[src/rtl/mem_map_pkg.sv]
// Shared memory-map constants and the DMA state encoding.
// The memory module imports the same constants so that both sides agree on
// where RAM, tilemap, framebuffer and I/O begin.
package mem_map_pkg;

    localparam logic [15:0] TILEMAP_START     = 16'hC000;
    localparam logic [15:0] FRAMEBUFFER_START = 16'hE000;
    localparam logic [15:0] IO_START          = 16'hF000;
    localparam logic [15:0] PS2_REG           = 16'hF000;

    typedef enum logic {
        IDLE = 1'b0,
        RUN  = 1'b1
    } dma_state_t;

endpackage

[src/rtl/dma_skid_buf.sv]
// One-entry skid buffer and the memory write-port select.
// A CPU write always wins the write port. If that happens while a DMA read is
// returning, the returning word is parked here and written out on the next
// free write slot.
//   clk, rst_n           clock, asynchronous active-low reset
//   cpu_wen/waddr/wdata  CPU write request (highest priority)
//   rd_inflight          a DMA read returns on mem_rdata this cycle
//   mem_rdata            memory registered read data
//   wr_ptr               current DMA destination address
//   buf_valid            buffer holds a word waiting to be written
//   dma_wr               a DMA word is written this cycle
//   mem_wen/waddr/wdata  memory write port
module dma_skid_buf #(
    parameter int ADDR_W = 16
) (
    input  logic              clk,
    input  logic              rst_n,
    input  logic              cpu_wen,
    input  logic [ADDR_W-1:0] cpu_waddr,
    input  logic [ADDR_W-1:0] cpu_wdata,
    input  logic              rd_inflight,
    input  logic [ADDR_W-1:0] mem_rdata,
    input  logic [ADDR_W-1:0] wr_ptr,
    output logic              buf_valid,
    output logic              dma_wr,
    output logic              mem_wen,
    output logic [ADDR_W-1:0] mem_waddr,
    output logic [ADDR_W-1:0] mem_wdata
);

    logic [ADDR_W-1:0] buf_data;

    // Capture/drain. The issue logic never lets a read return while the
    // buffer is full, so capture and drain never coincide.
    always_ff @(posedge clk or negedge rst_n) begin
        if (!rst_n) begin
            buf_valid <= 1'b0;
            buf_data  <= '0;
        end else if (rd_inflight && cpu_wen) begin
            buf_valid <= 1'b1;
            buf_data  <= mem_rdata;
        end else if (buf_valid && !cpu_wen) begin
            buf_valid <= 1'b0;
        end
    end

    always_comb begin
        mem_wen   = 1'b0;
        mem_waddr = '0;
        mem_wdata = '0;
        dma_wr    = 1'b0;
        if (cpu_wen) begin
            mem_wen   = 1'b1;
            mem_waddr = cpu_waddr;
            mem_wdata = cpu_wdata;
        end else if (buf_valid) begin
            mem_wen   = 1'b1;
            mem_waddr = wr_ptr;
            mem_wdata = buf_data;
            dma_wr    = 1'b1;
        end else if (rd_inflight) begin
            mem_wen   = 1'b1;
            mem_waddr = wr_ptr;
            mem_wdata = mem_rdata;
            dma_wr    = 1'b1;
        end
    end

endmodule

[src/rtl/vram_dma.sv]
// Block-copy engine between the CPU data port and memory port 1.
// Copies len words from src to dst in ascending order using only the read and
// write slots the CPU leaves idle; the CPU is never stalled.
//   clk, rst_n              clock, asynchronous active-low reset
//   start, src, dst, len    copy request (sampled when idle)
//   busy, done, err         copy status; done/err are one-cycle pulses
//   cpu_ren/raddr/rdata     CPU read port (rdata valid 1 cycle later, then held)
//   cpu_wen/waddr/wdata     CPU write port
//   mem_ren/raddr/rdata     memory read port (registered, 1-cycle latency)
//   mem_wen/waddr/wdata     memory write port
module vram_dma #(
    parameter int                ADDR_W   = 16,
    parameter logic [ADDR_W-1:0] IO_START = 16'hF000
) (
    input  logic              clk,
    input  logic              rst_n,
    input  logic              start,
    input  logic [ADDR_W-1:0] src,
    input  logic [ADDR_W-1:0] dst,
    input  logic [ADDR_W-1:0] len,
    output logic              busy,
    output logic              done,
    output logic              err,
    input  logic              cpu_ren,
    input  logic [ADDR_W-1:0] cpu_raddr,
    output logic [ADDR_W-1:0] cpu_rdata,
    input  logic              cpu_wen,
    input  logic [ADDR_W-1:0] cpu_waddr,
    input  logic [ADDR_W-1:0] cpu_wdata,
    output logic              mem_ren,
    output logic [ADDR_W-1:0] mem_raddr,
    input  logic [ADDR_W-1:0] mem_rdata,
    output logic              mem_wen,
    output logic [ADDR_W-1:0] mem_waddr,
    output logic [ADDR_W-1:0] mem_wdata
);

    import mem_map_pkg::*;

    localparam logic [ADDR_W-1:0] ONE = ADDR_W'(1);

    dma_state_t        state, state_nxt;
    logic [ADDR_W-1:0] rd_ptr, wr_ptr, rd_left, wr_left;
    logic [ADDR_W-1:0] rd_hold;
    logic              rd_inflight, cpu_rd_d;
    logic              buf_valid, dma_wr, dma_issue;
    logic              load, done_nxt, err_nxt, range_ok;
    logic [ADDR_W:0]   src_end, dst_end;

    // One bit wider so that an end address past the top cannot wrap into range.
    assign src_end  = {1'b0, src} + {1'b0, len};
    assign dst_end  = {1'b0, dst} + {1'b0, len};
    assign range_ok = (src_end <= {1'b0, IO_START}) && (dst_end <= {1'b0, IO_START});

    // A read may not be issued while a returning word would have nowhere to
    // go: the buffer is full, or it is about to fill this cycle.
    assign dma_issue = (state == RUN) && !cpu_ren && (rd_left != '0) &&
                       !buf_valid && !(rd_inflight && cpu_wen);

    assign busy      = (state == RUN);
    assign mem_ren   = cpu_ren || dma_issue;
    assign mem_raddr = cpu_ren ? cpu_raddr : rd_ptr;
    assign cpu_rdata = cpu_rd_d ? mem_rdata : rd_hold;

    always_comb begin
        state_nxt = state;
        load      = 1'b0;
        done_nxt  = 1'b0;
        err_nxt   = 1'b0;
        case (state)
            IDLE: begin
                if (start) begin
                    if (!range_ok) begin
                        err_nxt = 1'b1;
                    end else if (len == '0) begin
                        done_nxt = 1'b1;
                    end else begin
                        load      = 1'b1;
                        state_nxt = RUN;
                    end
                end
            end
            RUN: begin
                if (dma_wr && (wr_left == ONE)) begin
                    done_nxt  = 1'b1;
                    state_nxt = IDLE;
                end
            end
            default: state_nxt = IDLE;
        endcase
    end

    always_ff @(posedge clk or negedge rst_n) begin
        if (!rst_n) begin
            state <= IDLE;
        end else begin
            state <= state_nxt;
        end
    end

    always_ff @(posedge clk or negedge rst_n) begin
        if (!rst_n) begin
            done        <= 1'b0;
            err         <= 1'b0;
            rd_inflight <= 1'b0;
            cpu_rd_d    <= 1'b0;
            rd_hold     <= '0;
            rd_ptr      <= '0;
            wr_ptr      <= '0;
            rd_left     <= '0;
            wr_left     <= '0;
        end else begin
            done        <= done_nxt;
            err         <= err_nxt;
            rd_inflight <= dma_issue;
            cpu_rd_d    <= cpu_ren;
            if (cpu_rd_d) begin
                rd_hold <= mem_rdata;
            end
            if (load) begin
                rd_ptr  <= src;
                wr_ptr  <= dst;
                rd_left <= len;
                wr_left <= len;
            end else begin
                if (dma_issue) begin
                    rd_ptr  <= rd_ptr + ONE;
                    rd_left <= rd_left - ONE;
                end
                if (dma_wr) begin
                    wr_ptr  <= wr_ptr + ONE;
                    wr_left <= wr_left - ONE;
                end
            end
        end
    end

    dma_skid_buf #(.ADDR_W(ADDR_W)) u_skid (
        .clk         (clk),
        .rst_n       (rst_n),
        .cpu_wen     (cpu_wen),
        .cpu_waddr   (cpu_waddr),
        .cpu_wdata   (cpu_wdata),
        .rd_inflight (rd_inflight),
        .mem_rdata   (mem_rdata),
        .wr_ptr      (wr_ptr),
        .buf_valid   (buf_valid),
        .dma_wr      (dma_wr),
        .mem_wen     (mem_wen),
        .mem_waddr   (mem_waddr),
        .mem_wdata   (mem_wdata)
    );

endmodule

[config.mk]
export PLATFORM = sky130hd
export DESIGN_NAME = vram_dma
export DESIGN_NICKNAME = d
export VERILOG_FILES = /design/src/rtl/mem_map_pkg.sv /design/src/rtl/dma_skid_buf.sv /design/src/rtl/vram_dma.sv
export SDC_FILE = /design/constraint.sdc
export NUM_CORES = 1
export LEC_CHECK = 0
export ABC_AREA = 1
export CORE_UTILIZATION = 56
export DETAILED_ROUTE_END_ITERATION = 6
export PLACE_DENSITY = 0.88
export SLEW_MARGIN = 20
export SYNTH_ARGS = -nofsm -noshare
export SYNTH_HDL_FRONTEND = slang
export SYNTH_SLANG_ARGS = --single-unit
[constraint.sdc]
create_clock -name clk -period 7.3 [get_ports clk]
set_clock_uncertainty 0.05 [all_clocks]
set_input_delay 2.19 -clock clk [delete_from_list [all_inputs] [get_ports clk]]
set_output_delay 2.19 -clock clk [all_outputs]
set_load 0.05 [all_outputs]
Word-level counts from Yosys, hierarchy flattened
Index checks and enable logic that the tools add are counted.
{ "totals": {"regBits": 102, "latch_bits": 0, "ram_bits": 0, "rom_bits": 0, "out_inout_bits": 69, "elab_cells": 76, "mem_count": 0} }
{ "classes": {"addsub": 6, "multipliers": 0, "div": 0, "order_cmp": 2, "n_eq_ne": 1, "shifts": 0, "n_mux": 36, "bitwise_logic": 1, "reduce_logical": 18} }
{ "ops": {"columns": ["operator", "count"], "rows": [
  ["two-way mux 16 bit", 16],
  ["adder 16 x 16 -> 17 bit", 2],
  ["less-or-equal comparator 17 x 16 -> 1 bit, second input constant", 2],
  ["adder 16 x 1 -> 16 bit, second input constant", 2],
  ["subtractor 16 x 1 -> 16 bit, second input constant", 2],
  ["two-way mux 1 bit", 18],
  ["equality test 16 x 1 -> 1 bit, second input constant", 1],
  ["zero test 16 bit", 1],
  ["nonzero test 16 bit", 1],
  ["logical AND 1 bit", 8],
  ["nonzero test 2 bit", 3],
  ["zero test 1 bit", 4],
  ["case mux 1 bit (2 select lines)", 2],
  ["logical OR 1 bit", 1],
  ["inverter 1 bit", 1]
]} }

Longest topological paths before layout
{ "depth": {"word_depth": 7, "depth_mapped": 19, "ltp_nobuf": 19} }

Cells and area by module
A second synthesis with hierarchy kept.
{ "hier_totals": {"cells_unflattened": 1288, "hier_area_um2": 8414.3} }
{ "modules_own_cells": {"columns": ["module", "instances", "cells_each", "area_per_inst_um2", "seq_area_each_um2"], "rows": [
  ["vram_dma", 1, 1040, 7009.2, 2127.0],
  ["dma_skid_buf", 1, 248, 1405.1, 425.4]
]} }

Least setup slack after synthesis
Ideal clock, no wire load.
{ "synth_timing": {"kind": "input to output", "from": "input port cpu_wen", "to": "output port mem_waddr[0]", "t_arrival_ns": 4.032, "required_time_ns": 5.060, "path_slack_ns": 1.028, "cell_stages": 5, "n_path_buf": 2, "cell_sequence": "clkbuf_1 nor2_1 inv_1 clkbuf_1 o21ai_0"} }
{ "synth_between": {"elab_chain_len": 1} }
{ "synth_lines": {"columns": ["item", "line_no", "rtl"], "rows": [
  ["from (decl)", "vram_dma.sv:27", "input logic cpu_wen,"],
  ["two-way mux 16 bit", "dma_skid_buf.sv:52", "if (cpu_wen) begin"],
  ["to (decl)", "vram_dma.sv:34", "output logic [ADDR_W-1:0] mem_waddr,"]
]} }
Every way passes these cells.

Final worst setup path
{ "layout_timing": {"from": "input port cpu_ren", "to": "output port mem_raddr[3]"} }
{ "layout_between": {"elab_chain_len": 1} }
{ "layout_lines": {"columns": ["item", "line_no", "rtl"], "rows": [
  ["from (decl)", "vram_dma.sv:24", "input logic cpu_ren,"],
  ["two-way mux 16 bit", "vram_dma.sv:62", "assign mem_raddr = cpu_ren ? cpu_raddr : rd_ptr;"],
  ["to (decl)", "vram_dma.sv:31", "output logic [ADDR_W-1:0] mem_raddr,"]
]} }
Every way passes these cells.

==> out/qor.yml <==
run_status:
  status: "finished, final reports clean"
global_route:
  top_usage_layer: "met2"
  first_global_vias: 7764
  grt_usage_pct: 32.2
  grt_pass1_wl_um: 37100
  overflow: 0
  grt_max_degree: 57
  grtUsageMet3_pct: 5.15
  antenna_found_initial: 0
  met2_usage_pct: 53.5
  grtUsageMet1_pct: 42.0
floorplanning:
  dieArea_um2: 14900
  core_um2: 13900
  dieWidth_um: 122
  start_util_pct: 57.8
  die_h_um: 122
  row_count: 43
  io_pins: 186
sta:
  slew_violations: 0
  hold_violations: 0
  relSlewSlack_pct: 33.3
  fin_hold_ws_ps: 443
  timing.fmax_mhz: 151
  period_minus_slack_ps: 6630
  worst_pin_slew_ps: 1000
  fin_crit_sh_pct: 90.9
  grt_setup_unrepaired: "false"
  setup_violations: 0
  finalSetupTns_ps: 0
synthesis:
  yosys.cell_types.count: 36
  syn_area_um2: 8060
  ys.flop_type: "dfrtp_1"
  synth_nets: 1397
  synth_area_per_cell_um2: 6.49
  netlist_instances: 1241
  async_flop_share_pct: 100
  seq_area_frac_synth_pct: 31.7
  synth-seq-cells: 102
  synth-edff-count: 0
  yosys_warnings: 0
clock_tree:
  cts_tree: "done"
  hold_buffers: 0
  cts.sinks: 102
  cts_max_path_buffers: 2
  post-cts-setup-buffers: 0
  clk_latency_ps: 360
  numCtsBuffers: 9
  cts_max_level: 3
  root_buffer: "clkbuf_16"
  clkTransAtPathRegs_ps: 70
  post_cts_resize_count: 0
setup_path:
  slowest_delay_ps: 1050
  cp.buffers_inverters: 2
  worst-path-max-fanout: 31
  cp_top_family: "buffers and inverters"
  path_cells: "clkdlybuf4s50_1, nand2_1, o21ai_0, clkdlybuf4s50_1"
  cpMostUsedCell: "clkdlybuf4s50_1"
  startpoint_type: "primary input"
  cp.required_ps: 5060
  arrival_ps: 4390
  cpMaxStageDelayCell: "clkdlybuf4s50_1"
  endpoint_kind: "output port"
  crit_type: "primary input to output port"
power_and_ir_drop:
  p_leak_nw: 5.20
  power_density_nw_per_um2: 276
  irDropWorstVdd_mv: 0.148
  finalPower_mw: 2.84
  sequentialPowerShare_pct: 35.0
  clockPowerShare_pct: 17.3
  p_sw_share_pct: 44.7
  p_comb_share_pct: 47.7
  intPower_mw: 1.57
  switchingPower_mw: 1.27
cells_and_area:
  drive_gt1_share_pct: 3.48
  final_nets: 1558
  fillers: 1138
  syn_to_final_growth_pct: 27.7
  design_area_um2: 10300
  antennaDiodeCount: 0
  fin_cells: 1587
  register_area_um2: 2550
  multi_input_comb_area_um2: 4750
route:
  viasPerCell: 5.41
  drtAntennaViolNets: 0
  dr.pass1.iters: 5
  route.final.wire_length_um: 22900
  dr.first_iter.drc_count: 535
  drcViolationCount: 0
  avgRoutedWirePerCell_um: 14.4
  num_vias: 8592
place:
  placed_area_um2: 9990
  gp_congestion: 0.954
  dpl.hpwl_um: 17600
  dp_cells: 1571
  portBuffers: 185
worst_hold_path:
  holdCritPathClass: "register to register"
run:
  cap_violations: 0
[cells by family (layout without fill, tap and decap cells)]
logic type,after synthesis,in the layout,share of synthesized area [%]
buf+inv,191,357,9.57
fa+ha+maj,39,39,6.24
flops,102,102,31.7
simple gates,737,737,38.7
xor+xnor,53,53,5.76
compound gates,119,119,8.07
[state kept, by name (all words and copies together) (netlist names)]
register          flops
busy                  1
cpu_rd_d              1
done                  1
err                   1
rd_hold              16
rd_inflight           1
rd_left              16
rd_ptr               16
u_skid.buf_data      16
u_skid.buf_valid      1
wr_left              16
wr_ptr               16
[power groups by stage]
stage,sequential (mW),clock [mW],combinational (mW)
2_1_floorplan,0.947,0,0.965
3_3_place_gp,0.986,0,1.30
3_5_place_dp,0.993,0,1.34
4_1_cts,0.987,0.496,1.35
5_1_grt,1.02,0.520,1.50
6_report,0.993,0.490,1.35
[through the flow]
step / setup slack (ps) / utilization, %
4_1_cts: 679 / 73.9
3_5_place_dp: 691 / 71.7
3_3_place_gp: 840 / 71.7
5_1_grt: 527 / 73.9
2_1_floorplan: 1030 / -
6_report: 665 / 73.9
[cells in the final DEF, fill, tap and decap left out, types with 15 or more instances in the layout]
cell | Yosys | routed
dfrtp_1 | 102 | 102
nor3_1 | 18 | 18
nand2_1 | 413 | 413
nor2_1 | 108 | 106
inv_1 | 145 | 145
a22oi_1 | 16 | 16
buf_4 | 4 | 15
clkdlybuf4s50_1 | 0 | 173
a21oi_1 | 40 | 40
ha_1 | 37 | 37
o21ai_0 | 57 | 57
nand3_1 | 159 | 159
xor2_1 | 42 | 42
[per-layer routing]
layer,vias to the layer above,wire length (µm)
met2,357,10900
met5,-,0
met4,0,598
met1,3896,9530
li1,4294,-
met3,45,1850
[worst min-delay path, delay by kind of cell, from the launching register on]
family | cells | cell delay [ps]
AND/OR/NAND/NOR | 1 | 50
flip-flops | 1 | 350
AO/OA/AOI/OAI | 1 | 60
[worst paths after layout]
check | start | endpoint | slack [ps] | depth (start not counted)
max reg2reg | rd_left[0] | rd_left[2] | 4210 | 12
min | u_skid.buf_data[1] | u_skid.buf_data[1] | 440 | 2
min in group asynchronous | rst_n | rd_hold[10] | 1790 | 1
min reg2reg | u_skid.buf_data[1] | u_skid.buf_data[1] | 440 | 2
max in group asynchronous | rst_n | wr_ptr[10] | 4280 | 2
max | cpu_ren | mem_raddr[3] | 670 | 4
[area by class of cell]
class	instances	area share (%)
Tap cell	180	2.19
Timing Repair Buffer	192	18.5
Inverter	149	5.43
Clock inverter	5	0.644
Multi-Input combinational cell	948	46.1
Clock buffer	11	2.26
Sequential cell	102	24.8
[cell usage after synthesis (2+ instances only)]
cell type	count	area [µm²]
clkbuf_1	24	90.1
buf_1	3	11.3
ha_1	37	463
xnor2_1	11	96.3
buf_6	4	45.0
and2_1	4	25.0
nand2_1	413	1550
nor4_1	4	25.0
nor2_1	108	405
inv_2	3	11.3
or2_2	6	37.5
a22o_1	2	17.5
xor2_1	42	368
nand3b_1	8	60.1
a21oi_1	40	200
inv_1	145	544
a22oi_1	16	120
nor3_1	18	90.1
o21ai_0	57	285
fa_1	2	40.0
nand3_1	159	796
buf_2	7	35.0
dfrtp_1	102	2550
buf_4	4	30.0
nand4_1	11	68.8
(Power assumes the default switching activity.)
